## src/rtl/rf_pkg.sv

```systemverilog
// Shared constants and types for the register-file writeback slice.
package rf_pkg;

    localparam int DW    = 32;
    localparam int ADDRW = 5;
    localparam int NREGS = 32;

    typedef logic [ADDRW-1:0] reg_addr_t;

    // Identifies which writeback source was granted most recently.
    typedef enum logic {
        WB_ALU = 1'b0,
        WB_LSU = 1'b1
    } wb_src_e;

endpackage

```

## src/rtl/rf_scoreboard.sv

```systemverilog
// Pending-write scoreboard: one busy bit per architectural register, x0 never busy.
module rf_scoreboard
    import rf_pkg::*;
#(
    parameter int ADDRW = rf_pkg::ADDRW
) (
    input  logic             clk,
    input  logic             rst,
    input  logic             issue_en_i,
    input  logic [ADDRW-1:0] issue_rd_i,
    input  logic             wr_en_i,
    input  logic [ADDRW-1:0] wr_addr_i,
    input  logic [ADDRW-1:0] rs1_i,
    input  logic [ADDRW-1:0] rs2_i,
    output logic             hazard_o
);

    logic [NREGS-1:0] busy_q;
    logic [NREGS-1:0] busy_d;

    // Next busy state: clear on writeback first so a same-cycle issue to that register wins.
    always_comb begin
        busy_d = busy_q;
        if (wr_en_i) begin
            busy_d[wr_addr_i] = 1'b0;
        end else begin
            busy_d = busy_d;
        end
        if (issue_en_i && (issue_rd_i != {ADDRW{1'b0}})) begin
            busy_d[issue_rd_i] = 1'b1;
        end else begin
            busy_d = busy_d;
        end
        busy_d[0] = 1'b0;
    end

    // Busy vector register.
    always_ff @(posedge clk) begin
        if (!rst) begin
            busy_q <= {NREGS{1'b0}};
        end else begin
            busy_q <= busy_d;
        end
    end

    assign hazard_o = busy_q[rs1_i] | busy_q[rs2_i];

endmodule

```

## src/rtl/rf_wb_arbiter.sv

```systemverilog
// Round-robin ALU/LSU writeback arbiter driving one register-file write port.
// Optional pending-write scoreboard enabled by macro RF_WB_SCOREBOARD_EN.
module rf_wb_arbiter
    import rf_pkg::*;
#(
    parameter int DW    = rf_pkg::DW,
    parameter int ADDRW = rf_pkg::ADDRW
) (
    input  logic             clk,
    input  logic             rst,
    input  logic             alu_valid_i,
    input  logic [ADDRW-1:0] alu_rd_i,
    input  logic [DW-1:0]    alu_data_i,
    output logic             alu_ready_o,
    input  logic             lsu_valid_i,
    input  logic [ADDRW-1:0] lsu_rd_i,
    input  logic [DW-1:0]    lsu_data_i,
    output logic             lsu_ready_o,
    output logic             wr_en_o,
    output logic [ADDRW-1:0] wr_addr_o,
    output logic [DW-1:0]    wr_data_o,
    input  logic             issue_en_i,
    input  logic [ADDRW-1:0] issue_rd_i,
    input  logic [ADDRW-1:0] rs1_i,
    input  logic [ADDRW-1:0] rs2_i,
    output logic             hazard_o
);

    wb_src_e          last_q;
    wb_src_e          last_d;
    logic             alu_gnt_s;
    logic             lsu_gnt_s;
    logic             xfer_s;
    logic [ADDRW-1:0] sel_rd_s;
    logic [DW-1:0]    sel_data_s;
    logic             wr_en_q;
    logic [ADDRW-1:0] wr_addr_q;
    logic [DW-1:0]    wr_data_q;

    // Grant selection: lone requester wins, ties go to the source not granted last.
    always_comb begin
        alu_gnt_s = 1'b0;
        lsu_gnt_s = 1'b0;
        if (rst) begin
            alu_gnt_s = alu_valid_i & (~lsu_valid_i | (last_q == WB_LSU));
            lsu_gnt_s = lsu_valid_i & (~alu_valid_i | (last_q == WB_ALU));
        end else begin
            alu_gnt_s = 1'b0;
            lsu_gnt_s = 1'b0;
        end
    end

    assign xfer_s      = alu_gnt_s | lsu_gnt_s;
    assign sel_rd_s    = alu_gnt_s ? alu_rd_i   : lsu_rd_i;
    assign sel_data_s  = alu_gnt_s ? alu_data_i : lsu_data_i;
    assign alu_ready_o = alu_gnt_s;
    assign lsu_ready_o = lsu_gnt_s;

    // Pointer next state: moves only when a transfer happens.
    always_comb begin
        last_d = last_q;
        if (alu_gnt_s) begin
            last_d = WB_ALU;
        end else if (lsu_gnt_s) begin
            last_d = WB_LSU;
        end else begin
            last_d = last_q;
        end
    end

    // Pointer register; reset value lets the ALU win the first tie.
    always_ff @(posedge clk) begin
        if (!rst) begin
            last_q <= WB_LSU;
        end else begin
            last_q <= last_d;
        end
    end

    // Write-port stage: one-cycle latency, x0 writes accepted but never enabled.
    always_ff @(posedge clk) begin
        if (!rst) begin
            wr_en_q   <= 1'b0;
            wr_addr_q <= {ADDRW{1'b0}};
            wr_data_q <= {DW{1'b0}};
        end else if (xfer_s) begin
            wr_en_q   <= (sel_rd_s != {ADDRW{1'b0}});
            wr_addr_q <= sel_rd_s;
            wr_data_q <= sel_data_s;
        end else begin
            wr_en_q   <= 1'b0;
        end
    end

    // Gating with rst drops a write that was accepted just before reset asserts.
    assign wr_en_o   = wr_en_q & rst;
    assign wr_addr_o = wr_addr_q;
    assign wr_data_o = wr_data_q;

`ifdef RF_WB_SCOREBOARD_EN
    rf_scoreboard #(
        .ADDRW (ADDRW)
    ) u_scoreboard (
        .clk        (clk),
        .rst        (rst),
        .issue_en_i (issue_en_i),
        .issue_rd_i (issue_rd_i),
        .wr_en_i    (wr_en_o),
        .wr_addr_i  (wr_addr_o),
        .rs1_i      (rs1_i),
        .rs2_i      (rs2_i),
        .hazard_o   (hazard_o)
    );
`else
    logic unused_issue_s;
    assign unused_issue_s = ^{issue_en_i, issue_rd_i, rs1_i, rs2_i};
    assign hazard_o       = 1'b0;
`endif

endmodule

```

## config.mk

```make
export PLATFORM = sky130hd
export DESIGN_NAME = rf_wb_arbiter
export DESIGN_NICKNAME = d
export VERILOG_FILES = /design/src/rtl/rf_pkg.sv /design/src/rtl/rf_scoreboard.sv /design/src/rtl/rf_wb_arbiter.sv
export SDC_FILE = /design/constraint.sdc
export NUM_CORES = 1
export LEC_CHECK = 0
export BUFFER_PORTS_ARGS = -buffer_cell sky130_fd_sc_hd__buf_2
export CELL_PAD_IN_SITES_DETAIL_PLACEMENT = 1
export CELL_PAD_IN_SITES_GLOBAL_PLACEMENT = 2
export CORE_UTILIZATION = 22
export DETAILED_ROUTE_END_ITERATION = 16
export PLACE_DENSITY = 0.79
export SLEW_MARGIN = 20
export SYNTH_ARGS = -nofsm -noshare
export SYNTH_HDL_FRONTEND = slang
export SYNTH_SLANG_ARGS = --single-unit
```

## constraint.sdc

```tcl
create_clock -name clk -period 3 [get_ports clk]
set_input_delay 0.3 -clock clk [delete_from_list [all_inputs] [get_ports clk]]
set_output_delay 0.3 -clock clk [all_outputs]
set_load 0.05 [all_outputs]
```

==> metrics <==
Num CTS Buffers=5; Port-buffer cells=117; clk_skew=0.00891 ns; hold_sp=lsu_data_i[12]; Worst setup EP type=output pin; WS Path Type=reg2out; WL/cell=16.5 um; CTS Root Cell=clkbuf_8; Hold Vio Cnt, Final=0; crit path max fanout=21; Layout area overhead=38.2%; Rows=33; fmax=478 MHz; most frequent cells after synthesis=nand2_1 (78), dfxtp_1 (39), o2111ai_1 (37); Slew Limit Fails=0; first-pass GRT wire length=11300 um; critical path cell sequence=buf_4 > nand2_1 > and3_1 > buf_2; Routability Congestion=0.646; top-area cell type share of the netlist area=40.3%; Vias/cell=5.10; startpoint types=flop; H-tree levels=2; Core ar.=8380 um2; most instantiated library cell after synthesis=nand2_1; vias in the first global route=2212; DIE HEIGHT=95.9 um; Power per Cell Area=512 nW/um2; GRT overflow=0; worst path required time=2.70 ns; Post-Syn Nets=330; start of the worst register-to-register path=last_q$_SDFFE_PN1P_; DR top layer=met4; worst setup path startpoint=last_q$_SDFFE_PN1P_; drt first-iter violations=61; crit path DAT=1.79 ns; Slew headroom=56.5%; Initial Util=23.1%; Final nets=431; Yosys top cell by area=dfxtp_1; Cell variety after synth=20; HPWL Detailed=4950 um; post-place setup slack=1.15 ns; setup ws final=0.906 ns; layout cell share with drive strength beyond 1=40.5%; clock tree from TritonCTS=built; RSZ-0062 raised after global routing=no; via count=2261; status=finished clean; top post-synthesis cells by area=dfxtp_1 (40%), o2111ai_1 (17%), nand2_1 (15%), o311ai_0 (13%), clkbuf_1 (4.1%); CP peak stage delay=0.60 ns; initial antenna violation count=0; min-delay worst type=in2reg; fin crit share=69.8%; Setup Fix Bufs, Post-CTS=0; post-synth design cell area=1940 um2; Pleak=1.14 nW; Die ar.=9190 um2; M1 wire length=3430 um; IO Pins=135; CTS Sinks=39; synth warn=0; Chip Width=95.9 um; Clk pin slew, worst setup/hold paths=0.08 ns; Slowest cell on crit path=dfxtp_2; fin crit period=2.09 ns; antenna cells=0; VDD IR-drop max=0.144 mV; DR WL met2=3420 um; drc violations=0; Gate Count Post-Synth=236; total global-route track usage=16.0%; maxcap violations=0; Hold Buf Count CTS=0; Detail Route Antenna Nets=0; pin count of the biggest net entering global routing=53; slew of the pin with the lowest slew margin=0.652 ns; Post-synth EDFFs=0; clock buffer depth=2; Routed WL=7310 um; met3 wire len=410 um; register area share after synthesis=40.3%; final setup violation count=0; Synth Area per Inst=8.21 um2; #FFs+latches synth=39; post_cts resized=0; Setup TNS=0 ns; ys async rst share=0%; DRT Pass-1 Iters=4; Synth Flop Type=dfxtp_1; FILL cells=1058; clock latency on the worst-skew pair=0.29 ns
## sequential cells by signal, summed over array words and instances (netlist names)
name	count
last_q	1
wr_en_q	1
wr_addr_o	5
wr_data_o	32
## logic make-up (layout without fill, tap and decap cells)
logic type      after synthesis  count (layout)  synth area share (%)
compound gates               77              77                  34.7
buf+inv                      33             135                  7.36
flops                        39              39                  40.3
other cells                   1               1                 0.193
simple gates                 86              86                  17.5
## area by class of cell
class	instances	area, um2	area share, %
well taps	105	131	4.91
flip-flops and latches	39	782	29.2
clock buffers	5	68.8	2.57
multi-input cells	164	1020	38.2
clock inverters	3	15.0	0.561
inverters	1	3.75	0.140
repair buffers	126	653	24.4
## per-stage QoR
stage	util [%]	power, W	instance area (um2)	hold WS, ns	cells
final	31.9	0.00137	2680	0.281	443
after CTS	31.9	0.00140	2680	0.274	443
after global routing	31.9	0.00145	2680	0.273	443
after floorplan	-	0.000890	1940	0.433	236
after detailed placement	30.9	0.00103	2590	0.450	435
after global placement	30.9	0.00103	2590	0.438	435
## per-layer routing
| layer | track usage [%] | up-vias |
|---|---|---|
| met3 | 3.48 | 6 |
| met5 | 0 | - |
| met1 | 21.1 | 1059 |
| met2 | 26.7 | 82 |
| li1 | - | 1114 |
| met4 | 3.48 | 0 |
## cell usage in the layout (no fill, tap or decap), types with 2 or more instances in the layout
cell type and count:
buf_2 117, nand2_1 78, dfxtp_1 38, o2111ai_1 37
o311ai_0 29, buf_4 9, o311ai_1 8, clkbuf_8 5
clkinv_2 3, nor2_1 2, nor3_1 2
## worst max-delay path: cells and delay by family (launching register included)
family	cells	cell delay [ns]
flip-flops	1	0.60
AND/OR/NAND/NOR	2	0.33
buffers and inverters	2	0.57
## report_power, final
part,switching (W),leakage (nW),internal [W]
Clock,0.000194,0.0477,0.000160
Combinational,0.000305,0.771,0.000114
Sequential,0.0000287,0.325,0.000568
Total,0.000528,1.14,0.000842
## path summary, 6_finish.rpt
path	end	slack (ns)	depth (start not counted)
setup / recovery	lsu_ready_o	0.91	4
hold / removal	wr_data_o[12]$_SDFFE_PN0P_	0.28	3
setup reg to reg	wr_en_q$_SDFF_PN0_	1.43	4
hold reg to reg	wr_data_o[15]$_SDFFE_PN0P_	0.46	2
Power figures use the tool's default switching activity.
